## src/rtl/gci_std_display_fb_reader.sv

```systemverilog
// Framebuffer read sequencer: streams one display area from memory through a small pixel FIFO.
// Optional sticky underflow detection is enabled by defining GCI_STD_DISPLAY_FB_READER_UNDERFLOW_EN.
//
// state   | meaning
// IDLE    | waiting for iIF_START, returns discarded
// READ    | issuing credited reads, streaming pixels
// END     | one-cycle finish pulse
module gci_std_display_fb_reader #(
  parameter int P_AREA_H       = 640,
  parameter int P_AREA_V       = 480,
  parameter int P_AREAA_HV_N   = 19,
  parameter int P_MEM_ADDR_N   = 23,
  parameter int P_FIFO_DEPTH   = 16,
  parameter int P_FIFO_DEPTH_N = 4
)(
  input  logic                    iCLOCK,
  input  logic                    inRESET,
  input  logic                    iRESET_SYNC,
  input  logic                    iIF_START,
  input  logic [P_MEM_ADDR_N-1:0] iIF_BASE_ADDR,
  output logic                    oIF_BUSY,
  output logic                    oIF_FINISH,
  output logic                    oMEM_REQ,
  input  logic                    iMEM_BUSY,
  output logic [P_MEM_ADDR_N-1:0] oMEM_ADDR,
  input  logic                    iMEM_RD_VALID,
  input  logic [23:0]             iMEM_RD_DATA,
  output logic                    oPIX_VALID,
  input  logic                    iPIX_BUSY,
  output logic [23:0]             oPIX_DATA,
  output logic                    oUNDERFLOW
);
  localparam int CW = P_FIFO_DEPTH_N + 1;
  localparam logic [P_AREAA_HV_N-1:0] L_TOTAL = P_AREAA_HV_N'(P_AREA_H * P_AREA_V);
  localparam logic [P_AREAA_HV_N-1:0] L_LAST  = P_AREAA_HV_N'(P_AREA_H * P_AREA_V - 1);
  localparam logic [CW-1:0] L_DEPTH = CW'(P_FIFO_DEPTH);
  localparam logic [CW:0]   L_DEPTH_X = (CW+1)'(P_FIFO_DEPTH);

  typedef enum logic [1:0] {ST_IDLE, ST_READ, ST_END} state_t;

  state_t                      state, state_next;
  logic [P_MEM_ADDR_N-1:0]     base;
  logic [P_AREAA_HV_N-1:0]     req_cnt, pix_cnt;
  logic [CW-1:0]               fifo_cnt, outstanding;
  logic [P_FIFO_DEPTH_N-1:0]   wptr, rptr;
  logic [23:0]                 fifo_mem [P_FIFO_DEPTH];
  logic                        start_ok, can_issue, mem_req, pix_valid, finish, push, ret;

  // Credit covers data already buffered plus data still in flight.
  assign can_issue = (req_cnt < L_TOTAL) &&
                     (({1'b0, fifo_cnt} + {1'b0, outstanding}) < L_DEPTH_X);
  assign push = iMEM_RD_VALID && (state != ST_IDLE) && (fifo_cnt != L_DEPTH);
  assign ret  = iMEM_RD_VALID && (state != ST_IDLE) && (outstanding != '0);

  always_ff @(posedge iCLOCK or negedge inRESET) begin
    if (!inRESET)         state <= ST_IDLE;
    else if (iRESET_SYNC) state <= ST_IDLE;
    else                  state <= state_next;
  end

  always_comb begin
    state_next = state;
    start_ok   = 1'b0;
    mem_req    = 1'b0;
    pix_valid  = 1'b0;
    finish     = 1'b0;
    case (state)
      ST_IDLE: begin
        if (iIF_START) begin
          start_ok   = 1'b1;
          state_next = ST_READ;
        end
      end
      ST_READ: begin
        mem_req   = can_issue && !iMEM_BUSY;
        pix_valid = (fifo_cnt != '0) && !iPIX_BUSY;
        // Leave on the final pop so the finish pulse lands one cycle after it.
        if ((pix_cnt == L_TOTAL) || (pix_valid && (pix_cnt == L_LAST)))
          state_next = ST_END;
      end
      ST_END: begin
        finish     = 1'b1;
        state_next = ST_IDLE;
      end
      default: state_next = ST_IDLE;
    endcase
  end

  always_ff @(posedge iCLOCK or negedge inRESET) begin
    if (!inRESET) begin
      base <= '0; req_cnt <= '0; pix_cnt <= '0;
      fifo_cnt <= '0; outstanding <= '0; wptr <= '0; rptr <= '0;
    end else if (iRESET_SYNC || start_ok) begin
      base <= iRESET_SYNC ? '0 : iIF_BASE_ADDR;
      req_cnt <= '0; pix_cnt <= '0;
      fifo_cnt <= '0; outstanding <= '0; wptr <= '0; rptr <= '0;
    end else begin
      if (mem_req)   req_cnt <= req_cnt + 1'b1;
      if (push)      wptr <= wptr + 1'b1;
      if (pix_valid) begin
        rptr    <= rptr + 1'b1;
        pix_cnt <= pix_cnt + 1'b1;
      end
      fifo_cnt    <= fifo_cnt + CW'(push) - CW'(pix_valid);
      outstanding <= outstanding + CW'(mem_req) - CW'(ret);
    end
  end

  always_ff @(posedge iCLOCK or negedge inRESET) begin
    if (!inRESET) begin
      for (int i = 0; i < P_FIFO_DEPTH; i++) fifo_mem[i] <= '0;
    end else if (iRESET_SYNC) begin
      for (int i = 0; i < P_FIFO_DEPTH; i++) fifo_mem[i] <= '0;
    end else if (push && !start_ok) begin
      fifo_mem[wptr] <= iMEM_RD_DATA;
    end
  end

`ifdef GCI_STD_DISPLAY_FB_READER_UNDERFLOW_EN
  logic underflow;
  always_ff @(posedge iCLOCK or negedge inRESET) begin
    if (!inRESET)                     underflow <= 1'b0;
    else if (iRESET_SYNC || start_ok) underflow <= 1'b0;
    else if ((state == ST_READ) && (pix_cnt != '0) && (pix_cnt < L_TOTAL) &&
             (fifo_cnt == '0) && !iPIX_BUSY)
      underflow <= 1'b1;
  end
  assign oUNDERFLOW = underflow;
`else
  assign oUNDERFLOW = 1'b0;
`endif

  assign oIF_BUSY   = (state != ST_IDLE);
  assign oIF_FINISH = finish;
  assign oMEM_REQ   = mem_req;
  assign oMEM_ADDR  = base + P_MEM_ADDR_N'(req_cnt);
  assign oPIX_VALID = pix_valid;
  assign oPIX_DATA  = fifo_mem[rptr];
endmodule

```

## config.mk

```make
export PLATFORM = sky130hd
export DESIGN_NAME = gci_std_display_fb_reader
export DESIGN_NICKNAME = d
export VERILOG_FILES = /design/src/rtl/gci_std_display_fb_reader.sv
export SDC_FILE = /design/constraint.sdc
export NUM_CORES = 1
export LEC_CHECK = 0
export CAP_MARGIN = 20
export CORE_UTILIZATION = 60
export DETAILED_ROUTE_END_ITERATION = 8
export PLACE_DENSITY = 0.82
export SYNTH_ARGS = -nofsm -noshare
export SYNTH_HDL_FRONTEND = slang
export SYNTH_SLANG_ARGS = --single-unit
```

## constraint.sdc

```tcl
create_clock -name iCLOCK -period 4.51 [get_ports iCLOCK]
set_clock_uncertainty 0.2 [all_clocks]
set_input_delay 0.6765 -clock iCLOCK [delete_from_list [all_inputs] [get_ports iCLOCK]]
set_output_delay 0.6765 -clock iCLOCK [all_outputs]
set_load 0.005 [all_outputs]
```

## Word level (Yosys, flattened, before mapping)

Index checks and enable logic that the tools add are counted.

- Multiplexer cells: 28
- $lt $le $gt $ge: 5
- Bitwise operators: 2
- $add $sub $neg: 10
- Equality and inequality tests: 7
- Reduce and logical (&&, ||, !) cells: 23

Operators by type and width:

| operator | number |
|---|---|
| 384-bit two-way mux | 2 |
| 384-bit bitwise mux | 1 |
| 24-bit binary-select mux with 4-bit select | 1 |
| 24-bit demux with 4-bit select | 1 |
| 19-bit two-way mux | 4 |
| 24-bit two-way mux | 3 |
| 19-bit by 1-bit adder with 19-bit output (second input constant) | 2 |
| 19-bit equality test (second input constant) | 2 |
| 23-bit by 19-bit adder with 23-bit output | 1 |
| 23-bit two-way mux | 1 |
| 19-bit less-than comparator (second input constant) | 1 |
| 4-bit two-way mux | 4 |
| 5-bit by 1-bit adder with 5-bit output | 2 |
| 5-bit >= comparator (second input constant) | 2 |
| 5-bit two-way mux | 2 |
| 4-bit NOT with 5-bit output | 2 |
| 2-bit nonzero test | 5 |
| 5-bit nonzero test | 2 |
| 5-bit by 1-bit subtractor with 5-bit output | 2 |
| 1-bit logical AND | 9 |
| 4-bit by 1-bit adder with 4-bit output (second input constant) | 2 |
| 5-bit by 5-bit adder with 6-bit output | 1 |
| 6-bit by 5-bit less-than comparator with 1-bit output (second input constant) | 1 |
| 2-bit two-way mux | 3 |
| 11 further kinds | 19 |

- Register bits: 465
- Bits of input ports: 54
- Logic and storage cells: 99
- Output and inout port bits: 52

## Depth between registers and ports, before layout

- Depth after elaboration: 8
- Gate-level depth with buffers: 14

## Worst setup path after synthesis

OpenSTA, ideal clock, no wires.

- Kind: reg2reg
- Start point: reg fifo_cnt[3]
- End point: reg fifo_cnt[4]
- Period minus slack after synthesis: 3364 ps
- Stages on the path, launching flop included: 15
- Path slack: 1146 ps
- Arrival: 3086 ps
- Data required time: 4232 ps
- Cells stage by stage: dfrtp_1 inv_1 ha_1 or4b_1 and3b_1 buf_2 buf_2 ha_1 inv_1 ha_1 fa_1 a21oi_1 nor2_1 or3_1 a21oi_1

- Word-level cells in the longest chain between the ends: 5

RTL lines:

| what | RTL line | RTL |
|---|---|---|
| from (decl) | 44 | `logic [CW-1:0] fifo_cnt, outstanding;` |
| from (signal assigned) | 104 | `fifo_cnt <= fifo_cnt + CW'(push) - CW'(pix_valid);` |
| 5-bit nonzero test | 76 | `pix_valid = (fifo_cnt != '0) && !iPIX_BUSY;` |
| 1-bit logical AND | 76 |  |
| 1-bit two-way mux | 67 | `case (state)` |
| named net oPIX_VALID | 28 | `output logic oPIX_VALID,` |
| 5-bit by 1-bit subtractor with 5-bit output | 104 |  |
| 5-bit two-way mux | 93 | `end else if (iRESET_SYNC \|\| start_ok) begin` |

The timed path passes the listed nets, and every way through them passes these cells.
A chain may end at the register's enable or synchronous reset.

## Final worst setup path

- Start point: reg req_cnt[0]
- End point: out oMEM_ADDR[22]

- Word-level cells in the longest chain between the ends: 1

RTL lines:

| what | RTL line | RTL |
|---|---|---|
| from (decl) | 43 | `logic [P_AREAA_HV_N-1:0] req_cnt, pix_cnt;` |
| from (signal assigned) | 98 | `if (mem_req) req_cnt <= req_cnt + 1'b1;` |
| 23-bit by 19-bit adder with 23-bit output | 136 | `assign oMEM_ADDR = base + P_MEM_ADDR_N'(req_cnt);` |
| to (decl) | 25 | `output logic [P_MEM_ADDR_N-1:0] oMEM_ADDR,` |

Every way passes these cells.

==> results by group <==
STA
  • Worst relative slew slack: 0.239
  • Setup TNS Final: 0 ns
  • RSZ-0062 raised after global routing: false
  • Final hold slack: -0.0644 ns
  • Final period util: 0.962
  • Final setup fails: 0
  • Final WS setup: 0.170 ns
  • Least-Margin Pin Slew: 1.14 ns
  • Fin crit period: 4.34 ns
  • Max Slew Vio Count: 0
  • Fmax: 230 MHz
  • Final Hold Viols: 15

Synthesis
  • Syn Std Cell Area: 23600 sq um
  • Post-synth net total: 2566
  • Number of synthesized flops with an enable pin: 0
  • Post-Syn Area per Cell: 9.56 sq um
  • Yosys warning count: 0
  • Fraction of registers with async set/reset: 1.00
  • Seq/Total Area, Yosys: 0.493
  • Unique masters post-synth: 63
  • Post-synthesis cell count: 2466
  • Ys flop type: dfrtp_1
  • Flops & latches, synth: 465

Final layout
  • Non-Filler Instances: 3013
  • Area delta synth->final: 12.2%
  • Final nets: 2554
  • Ratio of cells with drive above 1 in the final layout: 0.120

Detailed routing
  • Drt first pass iters: 5
  • Drt wl/cell: 23.4 microns
  • Vias per cell: 6.47
  • Initial DRC Count: 2248
  • Drt total wl: 70500 microns
  • DRC: 0
  • Via Count: 19487
  • Post-route ant nets: 0

Die
  • Die Area: 40100 sq um
  • Die width: 200 microns
  • Initial core utilization: 0.609
  • Core Box Area: 38700 sq um
  • Row cnt: 72
  • Die H: 200 microns
  • I/O pin cnt: 106

CTS
  • CTS tree: yes
  • Clock transition at path regs: 0.06 ns
  • Clock Latency Late Sink: 0.60 ns
  • # hold bufs at CTS: 0
  • Postcts setup bufs: 0
  • Clk buf depth: 3
  • Clock sink count: 465
  • CTS Buf Count: 49
  • H-tree levels: 2
  • CTS root buf: clkbuf_16

GRT
  • Largest net degree at the start of global routing: 205
  • Initial antenna violation count: 2
  • Vias in the first global route: 20113
  • Remaining Overflow, GRT: 0
  • GRT Util Overall: 0.358
  • First-pass GRT wire length: 111000 microns

Worst setup path
  • CP max-delay cell: clkdlybuf4s50_1
  • CP Class: reg -> out
  • Worst stage delay on the critical path: 0.52 ns
  • CP Data Required Time: 3.63 ns
  • Critical-path cell list: ha_1 -> inv_1 -> fa_1 -> nand2b_1 -> a21oi_2 -> o21bai_1 -> a21oi_1 -> o2111ai_2 -> xnor2_1 -> clkdlybuf4s50_1
  • Worst Path Max Fanout: 6
  • Setup crit start kind: flop
  • Worst path bufs/invs: 2
  • Crit. End Element: output port
  • Largest delay share family, worst path: compound AO/OA/AOI/OAI gates
  • CP arrival: 3.46 ns

Placement
  • Post-DP HPWL: 39600 microns
  • DP Worst Slack: 0.657 ns
  • IO buf count: 104
  • GPL Wtd Cong: 0.845
  • Placed cell count: 2921

Worst hold path
  • Hold Path Class: in -> async

Pwr
  • Pwr dens: 345 nW/um^2
  • Static leakage power: 10.7 nW
  • Worst VDD drop: 0.281 mV

Flow run
  • Max-cap viol count: 0

Run status
  • Status: complete, but fails checks
  • Failing checks: hold timing
## state kept, by name (all words and copies together) (netlist names)
name / count
pix_cnt: 19
base: 23
rptr: 4
fifo_mem: 384
outstanding: 5
wptr: 4
state: 2
fifo_cnt: 5
req_cnt: 19
## metrics by stage
stage	instance area (sq um)	utilization	hold WS (ns)	power, mW
floorplan	23600	-	0.181	4.74
global placement	24800	0.640	0.306	5.02
detailed placement	24800	0.640	0.311	5.04
CTS	26400	0.683	0.0390	9.15
global route	26500	0.683	0.0949	9.37
finish	26500	0.683	-0.0644	9.12
## area by class of cell
class	count	area, sq um
well taps	518	648
inverters	29	116
flip-flops and latches	465	11600
multi-input cells	1754	10800
clock inverters	21	240
repair buffers	155	1580
clock buffers	69	1410
diodes	2	5.00
fillers	2770	12300
## where the power goes
group          internal (mW)  leakage, nW  switching (mW)
combinational          0.269         3.37           0.444
clock                   2.42        0.826            1.72
sequential              4.22         6.47          0.0488
## synthesized netlist by cell type (3+ instances only)
| library cell | number | share of area |
|---|---|---|
| nor2b_1 | 4 | 0.0011 |
| a31oi_1 | 5 | 0.0013 |
| a21o_1 | 9 | 0.0029 |
| nor2_1 | 72 | 0.011 |
| and4_1 | 3 | 0.0011 |
| buf_4 | 12 | 0.0038 |
| ha_1 | 43 | 0.023 |
| nand4_1 | 23 | 0.0061 |
| nor3_1 | 8 | 0.0017 |
| nor4_2 | 5 | 0.0027 |
| nand2_1 | 853 | 0.14 |
| buf_2 | 57 | 0.012 |
| or3_1 | 4 | 0.0011 |
| dfrtp_1 | 465 | 0.49 |
| xor2_1 | 31 | 0.012 |
| nand3_1 | 17 | 0.0036 |
| inv_1 | 27 | 0.0043 |
| a211oi_1 | 3 | 0.00096 |
| o21a_1 | 4 | 0.0013 |
| clkbuf_1 | 126 | 0.020 |
| a21oi_2 | 19 | 0.0071 |
| nor4_1 | 4 | 0.0011 |
| a21oi_1 | 410 | 0.087 |
| buf_1 | 4 | 0.00064 |
| fa_1 | 3 | 0.0025 |
| nor3b_1 | 3 | 0.00096 |
| mux4_2 | 120 | 0.11 |
| o21ai_0 | 14 | 0.0030 |
| xnor2_1 | 33 | 0.012 |
| buf_6 | 19 | 0.0091 |
| and3_1 | 11 | 0.0029 |
| and2_1 | 17 | 0.0045 |
## what timing repair did
| action | CTS | global route |
|---|---|---|
| endpoints found under the setup margin | 0 | 5 |
| endpoints found under the hold margin | 0 | 0 |
| resized for setup | 0 | 3 |
## cell usage in the layout (no fill, tap or decap), types with 3 or more instances in the layout
cell / count
a211oi_1: 3
a21o_1: 9
a21oi_1: 409
a21oi_2: 20
a31oi_1: 5
and2_1: 17
and3_1: 11
and4_1: 3
buf_12: 12
buf_4: 39
bufinv_16: 4
clkbuf_1: 10
clkbuf_16: 50
clkbuf_8: 9
clkdlybuf4s50_1: 102
clkinv_2: 14
dfrtp_1: 461
fa_1: 3
ha_1: 43
inv_1: 27
mux4_2: 120
nand2_1: 853
nand3_1: 17
nand4_1: 23
nor2_1: 68
nor2_2: 4
nor2b_1: 4
nor3_1: 8
nor3b_1: 3
nor4_1: 4
nor4_4: 4
o21a_1: 4
o21ai_0: 14
or3_1: 4
xnor2_1: 33
xor2_1: 31
## path summary, 6_finish.rpt
kind	startpoint	endpoint	slack [ns]	cells past startpoint
setup reg to reg	fifo_cnt[3]	fifo_cnt[4]	1.16	13
setup / recovery	req_cnt[0]	oMEM_ADDR[22]	0.17	10
hold / removal	inRESET	fifo_mem[124]	-0.06	1
min in group iCLOCK	fifo_mem[30]	fifo_mem[30]	0.32	2
max in group asynchronous	inRESET	fifo_mem[255]	3.02	2
hold reg to reg	fifo_mem[30]	fifo_mem[30]	0.32	2
## layer usage
layer | share of wire | global-route usage
met1 | 0.35 | 0.457
met2 | 0.46 | 0.556
met3 | 0.12 | 0.0851
met4 | 0.063 | 0.220
met5 | 0 | 0
## kinds of logic after synthesis
kind of cell,share of synthesized area
AOI/OAI and AO/OA,0.111
DFF,0.493
and+or+nand+nor,0.180
xor gates and xnor gates,0.0238
other,0.000159
buffers and inverters,0.0506
adders and majority gates,0.0254
muxes,0.115
(Power assumes the default switching activity.)
